<file path="src/rtl/lsu_mem_port.sv">
// rtl/lsu_mem_port.sv - multi-cycle load/store unit with req/resp memory handshake and watchdog
module lsu_mem_port #(
    parameter int ADDR_WIDTH      = 32,
    parameter int TIMEOUT         = 255,
    parameter bit WAIT_WRITE_RESP = 1'b1
) (
    input  logic                  i_clk,
    input  logic                  i_rst,
    input  logic                  i_valid,
    input  logic                  i_ren,
    input  logic                  i_wen,
    input  logic [2:0]            i_funct3,
    input  logic [ADDR_WIDTH-1:0] i_addr,
    input  logic [31:0]           i_wdata,
    output logic                  o_busy,
    output logic                  o_done,
    output logic [31:0]           o_rdata,
    output logic                  o_trap,
    output logic [1:0]            o_trap_cause,
    output logic                  o_mem_req,
    input  logic                  i_mem_ready,
    output logic [ADDR_WIDTH-1:0] o_mem_addr,
    output logic                  o_mem_wen,
    output logic [31:0]           o_mem_wdata,
    output logic [3:0]            o_mem_mask,
    input  logic                  i_mem_valid,
    input  logic [31:0]           i_mem_rdata
);

    typedef enum logic [1:0] {
        S_IDLE = 2'd0,
        S_REQ  = 2'd1,
        S_RESP = 2'd2,
        S_DONE = 2'd3
    } state_t;

    localparam int CNT_W = (TIMEOUT > 1) ? $clog2(TIMEOUT) : 1;
    localparam logic [CNT_W-1:0] CNT_LAST = CNT_W'(TIMEOUT - 1);
    localparam logic [CNT_W-1:0] CNT_ONE  = 1;

    localparam logic [1:0] CAUSE_NONE    = 2'd0;
    localparam logic [1:0] CAUSE_MISALGN = 2'd1;
    localparam logic [1:0] CAUSE_FAULT   = 2'd2;
    localparam logic [1:0] CAUSE_ILLEGAL = 2'd3;

    state_t                  state_q, state_d;
    logic [ADDR_WIDTH-1:0]   maddr_q, maddr_d;
    logic [1:0]              off_q, off_d;
    logic [2:0]              funct3_q, funct3_d;
    logic                    ren_q, ren_d;
    logic                    wen_q, wen_d;
    logic [31:0]             wdata_q, wdata_d;
    logic [3:0]              mask_q, mask_d;
    logic [CNT_W-1:0]        cnt_q, cnt_d;
    logic [31:0]             rdata_q, rdata_d;
    logic                    trap_q, trap_d;
    logic [1:0]              cause_q, cause_d;

    // Request decode of the incoming access: legality, alignment, lane mask, lane-shifted store data
    logic        legal_load, legal_store, illegal, misaligned;
    logic [3:0]  mask_in;
    logic [31:0] wdata_sized;
    always_comb begin
        legal_load  = 1'b0;
        legal_store = 1'b0;
        case (i_funct3)
            3'b000, 3'b001, 3'b010: begin
                legal_load  = 1'b1;
                legal_store = 1'b1;
            end
            3'b100, 3'b101: legal_load = 1'b1;
            default: ;
        endcase
        illegal = (i_ren & i_wen) | (i_ren & ~legal_load) | (i_wen & ~legal_store);
        misaligned = ((i_funct3[1:0] == 2'b01) & i_addr[0]) |
                     ((i_funct3[1:0] == 2'b10) & (i_addr[1:0] != 2'b00));
        mask_in     = 4'b1111;
        wdata_sized = i_wdata;
        case (i_funct3[1:0])
            2'b00: begin
                mask_in     = 4'b0001 << i_addr[1:0];
                wdata_sized = {24'b0, i_wdata[7:0]};
            end
            2'b01: begin
                mask_in     = i_addr[1] ? 4'b1100 : 4'b0011;
                wdata_sized = {16'b0, i_wdata[15:0]};
            end
            default: ;
        endcase
    end

    // Load path: move the addressed lane down to bit 0, then sign/zero extend by funct3
    logic [31:0] rd_shift, rd_ext;
    always_comb begin
        rd_shift = i_mem_rdata >> {off_q, 3'b000};
        case (funct3_q)
            3'b000:  rd_ext = {{24{rd_shift[7]}}, rd_shift[7:0]};
            3'b001:  rd_ext = {{16{rd_shift[15]}}, rd_shift[15:0]};
            3'b100:  rd_ext = {24'b0, rd_shift[7:0]};
            3'b101:  rd_ext = {16'b0, rd_shift[15:0]};
            default: rd_ext = rd_shift;
        endcase
    end

    logic timeout_hit;
    assign timeout_hit = (TIMEOUT > 0) && (cnt_q == CNT_LAST);

    // Next-state and datapath update for the IDLE/REQ/RESP/DONE access sequence
    always_comb begin
        state_d  = state_q;
        maddr_d  = maddr_q;
        off_d    = off_q;
        funct3_d = funct3_q;
        ren_d    = ren_q;
        wen_d    = wen_q;
        wdata_d  = wdata_q;
        mask_d   = mask_q;
        cnt_d    = cnt_q;
        rdata_d  = rdata_q;
        trap_d   = trap_q;
        cause_d  = cause_q;
        case (state_q)
            S_IDLE: begin
                if (i_valid && (i_ren || i_wen)) begin
                    maddr_d  = {i_addr[ADDR_WIDTH-1:2], 2'b00};
                    off_d    = i_addr[1:0];
                    funct3_d = i_funct3;
                    ren_d    = i_ren;
                    wen_d    = i_wen;
                    wdata_d  = wdata_sized << {i_addr[1:0], 3'b000};
                    mask_d   = mask_in;
                    cnt_d    = '0;
                    rdata_d  = '0;
                    trap_d   = 1'b0;
                    cause_d  = CAUSE_NONE;
                    if (illegal) begin
                        trap_d  = 1'b1;
                        cause_d = CAUSE_ILLEGAL;
                        state_d = S_DONE;
                    end else if (misaligned) begin
                        trap_d  = 1'b1;
                        cause_d = CAUSE_MISALGN;
                        state_d = S_DONE;
                    end else begin
                        state_d = S_REQ;
                    end
                end
            end
            S_REQ: begin
                cnt_d = cnt_q + CNT_ONE;
                if (i_mem_ready && wen_q && !WAIT_WRITE_RESP) begin
                    state_d = S_DONE;
                end else if (timeout_hit) begin
                    trap_d  = 1'b1;
                    cause_d = CAUSE_FAULT;
                    rdata_d = '0;
                    state_d = S_DONE;
                end else if (i_mem_ready) begin
                    state_d = S_RESP;
                end
            end
            S_RESP: begin
                cnt_d = cnt_q + CNT_ONE;
                if (i_mem_valid) begin
                    if (ren_q) rdata_d = rd_ext;
                    state_d = S_DONE;
                end else if (timeout_hit) begin
                    trap_d  = 1'b1;
                    cause_d = CAUSE_FAULT;
                    rdata_d = '0;
                    state_d = S_DONE;
                end
            end
            default: state_d = S_IDLE;
        endcase
    end

    // State and datapath registers with synchronous reset
    always_ff @(posedge i_clk) begin
        if (i_rst) begin
            state_q  <= S_IDLE;
            maddr_q  <= '0;
            off_q    <= '0;
            funct3_q <= '0;
            ren_q    <= 1'b0;
            wen_q    <= 1'b0;
            wdata_q  <= '0;
            mask_q   <= '0;
            cnt_q    <= '0;
            rdata_q  <= '0;
            trap_q   <= 1'b0;
            cause_q  <= CAUSE_NONE;
        end else begin
            state_q  <= state_d;
            maddr_q  <= maddr_d;
            off_q    <= off_d;
            funct3_q <= funct3_d;
            ren_q    <= ren_d;
            wen_q    <= wen_d;
            wdata_q  <= wdata_d;
            mask_q   <= mask_d;
            cnt_q    <= cnt_d;
            rdata_q  <= rdata_d;
            trap_q   <= trap_d;
            cause_q  <= cause_d;
        end
    end

    assign o_mem_req    = (state_q == S_REQ);
    assign o_done       = (state_q == S_DONE);
    assign o_busy       = ((state_q == S_IDLE) & i_valid & (i_ren | i_wen)) |
                          (state_q == S_REQ) | (state_q == S_RESP);
    assign o_rdata      = rdata_q;
    assign o_trap       = trap_q;
    assign o_trap_cause = cause_q;
    assign o_mem_addr   = maddr_q;
    assign o_mem_wen    = wen_q;
    assign o_mem_wdata  = wdata_q;
    assign o_mem_mask   = mask_q;

endmodule

</file>
<file path="config.mk">
export PLATFORM = sky130hd
export DESIGN_NAME = lsu_mem_port
export DESIGN_NICKNAME = d
export VERILOG_FILES = /design/src/rtl/lsu_mem_port.sv
export SDC_FILE = /design/constraint.sdc
export NUM_CORES = 1
export LEC_CHECK = 0
export CAP_MARGIN = 15
export CORE_AREA = 2 2 118 120
export DETAILED_ROUTE_END_ITERATION = 8
export DIE_AREA = 0 0 120 122
export PLACE_DENSITY = 0.9
export SLEW_MARGIN = 40
export SYNTH_ARGS = -nofsm -noshare
export SYNTH_HDL_FRONTEND = slang
export SYNTH_SLANG_ARGS = --single-unit
</file>
<file path="constraint.sdc">
create_clock -name i_clk -period 2.55 [get_ports i_clk]
set_input_delay 0.3825 -clock i_clk [delete_from_list [all_inputs] [get_ports i_clk]]
set_output_delay 0.3825 -clock i_clk [all_outputs]
set_load 0.01 [all_outputs]
</file>
==> impl_metrics.py <==
metrics = {
    "synthesis": {
        "synthDistinctLibCells": 63,
        "synth_most_common_cell": "nand2_1",
        "ys_seq_area_frac": 0.411,
        "synth_top_area_cell": "dfxtp_1",
        "synth_area_leaders": "dfxtp_1 (41%), nand2_1 (8.2%), a21oi_1 (6.1%)",
        "avgSynthCellArea_um2": 8.54,
        "synth_common_cells": "nand2_1 (126), dfxtp_1 (118), a21oi_1 (70), o21ai_0 (40), nor2_1 (37)",
        "yosysTopAreaCellShare": 0.411,
        "synth-async-reset-ratio": 0,
        "synth_edf_count": 0,
        "synth-seq-cells": 118,
        "yosysWarningCount": 0,
        "netlist_area_um2": 5750,
        "syn-instance-count": 674,
        "ys.flop_type": "dfxtp_1",
    },
    "power_and_ir_drop": {
        "combPwrFrac": 0.338,
        "ir_drop_mv": 0.473,
        "p_int_mw": 4.80,
        "p_clk_frac": 0.347,
        "p_per_area_nw_per_um2": 825,
        "total_power_mw": 7.10,
        "p_leak_nw": 3.15,
        "seq_power_share": 0.315,
        "p_sw_frac": 0.324,
        "power.switching_mw": 2.30,
    },
    "cts": {
        "htree_levels": 4,
        "cts_tree": "built",
        "clkTransAtPathRegs_ns": 0.06,
        "clk_latency_ns": 0.41,
        "numClockSinks": 118,
        "clock_path_buffers": 2,
        "root_buffer": "clkbuf_16",
        "cts_hold_buffers": 0,
        "numCtsBuffers": 17,
        "post_cts_resized": 0,
        "post_cts_buffers": 0,
    },
    "global_route": {
        "grt_usage": 0.242,
        "grt_overflow_total": 0,
        "grt_max_degree": 75,
        "antenna_found_initial": 0,
        "grt_pass1_vias": 5663,
        "grt_pass1_wl_um": 28400,
    },
    "timing": {
        "finalSetupViolations": 0,
        "fin_crit_sh": 0.834,
        "min_period_ns": 2.13,
        "final.setup.tns_ns": 0,
        "report.final.hold_viol_count": 0,
        "maxSlewViolCount": 0,
        "rsz0062_at_grt": "false",
        "fmax_mhz": 470,
        "timing.clock.skew_ns": 0.00724,
        "max_slew_margin": 0.588,
        "worst_pin_slew_ns": 0.617,
    },
    "setup_path": {
        "r2r_end": "o_rdata[21]$_SDFFE_PP0P_",
        "rr_startpoint": "state_q[0]$_SDFFE_PP0P_",
        "crit_family": "flip-flops",
        "slowest_delay_ns": 0.38,
        "critPathBufInv": 3,
        "rr_worst_depth": 7,
        "critPathKind": "reg2out",
        "endpoint_kind": "primary output",
        "crit_path_max_fanout": 4,
        "cp-start-kind": "flop",
        "cp_data_arrival_time_ns": 1.74,
        "cp_slowest_cell": "dfxtp_1",
        "rrSetupSlack_ns": 0.64,
        "path_cells": "inv_1 > ha_1 > inv_2 > nor2_4 > or3_1 > dlymetal6s2s_1",
        "required_ns": 2.17,
    },
    "hold_path": {
        "worst_hold_path.num_cells": 2,
        "hp-class": "reg2reg",
        "min_to": "o_mem_addr[20]$_SDFFE_PP0P_",
        "hold_start": "o_mem_addr[20]$_SDFFE_PP0P_",
    },
    "finish": {
        "drive_gt1_frac": 0.0990,
        "area_growth_pct": 49.5,
        "final_nets": 979,
        "num_antenna_cells": 0,
    },
    "floorplanning": {
        "row_count": 43,
        "die_w_um": 120,
        "io_pins": 213,
        "core_um2": 13500,
        "die_area_um2": 14600,
        "die_y_um": 122,
        "initial_core_util": 0.426,
    },
    "drt": {
        "routed_wirelength_um": 17800,
        "drtIter0Drc": 316,
        "antenna_left": 0,
        "drt-pass1-iter-count": 5,
        "vias": 5864,
        "drc": 0,
        "wl_per_cell_um": 16.8,
        "vias_per_cell": 5.54,
    },
    "placement": {
        "gp_congestion": 0.850,
        "io_buffers": 210,
        "hpwlAfterDp_um": 12300,
    },
    "job": {
        "maxCapViolCount": 0,
    },
    "outcome": {
        "status": "finished clean",
    },
}
[layout make-up]
| type | instances | area (um2) |
|---|---|---|
| clock buffer | 24 | 492 |
| fill | 1061 | 4900 |
| inverter | 10 | 38.8 |
| multi-input combinational | 490 | 3080 |
| tap | 180 | 225 |
| sequential | 118 | 2360 |
| clock inverter | 7 | 119 |
| timing repair buffer | 230 | 2290 |
[state kept, by name, summed over array words and instances (netlist names)]
name	flops
o_mem_wdata	32
o_rdata	32
o_mem_addr	30
cnt_q	8
o_mem_mask	4
funct3_q	3
o_trap_cause	2
off_q	2
state_q	2
o_mem_wen	1
o_trap	1
ren_q	1
[power by group through the flow]
stage               logic, mW  clock network (mW)  registers [mW]
finish                   2.40                2.46            2.24
global route             2.59                2.58            2.27
CTS                      2.39                2.49            2.24
detailed placement       2.37                   0            2.27
global placement         2.34                   0            2.26
floorplan                1.42                   0            2.31
[cells in the final DEF, fill, tap and decap left out, drive strengths merged, types with 3 or more instances in the layout]
master         instances
clkdlybuf4s50        208
nand2                126
dfxtp                118
a21oi                 71
o21ai                 41
nor2                  39
clkbuf                24
buf                   21
mux2i                 18
nor3                  17
a22oi                 17
a211oi                17
o32ai                 17
a22o                  15
nand3                 12
nor2b                 10
mux2                   9
inv                    9
o221ai                 9
a221oi                 8
o211a                  8
a21o                   8
ha                     6
nand2b                 5
or3                    4
xnor2                  4
bufinv                 3
clkinv                 3
o211ai                 3
[worst max-delay path by stage]
stage | startpoint | to | slack, ns | cells past startpoint
3_3_place_gp | i_wen | o_busy | 0.22 | 5
6_report | state_q[0]$_SDFFE_PP0P_ | o_busy | 0.42 | 6
4_1_cts | state_q[0]$_SDFFE_PP0P_ | o_busy | 0.03 | 6
3_5_place_dp | i_wen | o_busy | 0.23 | 5
2_1_floorplan | state_q[0]$_SDFFE_PP0P_ | o_busy | 0.70 | 7
5_1_grt | state_q[0]$_SDFFE_PP0P_ | o_busy | 0.29 | 6
[stage by stage]
stage / cells / area (um2) / setup WS [ns] / hold WS, ns / util
6_report: 1059 / 8600 / 0.423 / 0.452 / 0.637
4_1_cts: 1059 / 8600 / 0.0285 / 0.454 / 0.637
2_1_floorplan: 675 / 5760 / 0.704 / 0.440 / -
5_1_grt: 1059 / 8600 / 0.293 / 0.472 / 0.637
3_5_place_dp: 1028 / 7990 / 0.229 / 0.448 / 0.592
3_3_place_gp: 1028 / 7990 / 0.223 / 0.440 / 0.592
[worst min-delay path: cells and delay by family, from the launching register on]
kind            cells  cell delay [ns]
compound gates      1             0.05
flops               1             0.30
simple gates        1             0.05
[cells by family (layout without fill, tap and decap cells)]
group / Yosys count / count (layout) / synth area share
muxes: 28 / 28 / 0.0528
DFF: 118 / 118 / 0.411
adders and majority gates: 6 / 6 / 0.0130
and+or+nand+nor: 223 / 223 / 0.169
AOI/OAI and AO/OA: 227 / 227 / 0.290
other: 1 / 2 / 0.000652
buffers and inverters: 67 / 271 / 0.0581
xor gates and xnor gates: 4 / 4 / 0.00609
[layer usage]
layer,up-vias,global-route usage,share of wire
met5,-,0,0
met4,0,0.0912,0.029
met3,48,0.0932,0.099
met2,282,0.399,0.47
met1,2716,0.285,0.40
li1,2818,-,-
Note: power is estimated with default switching activity, not from simulation.
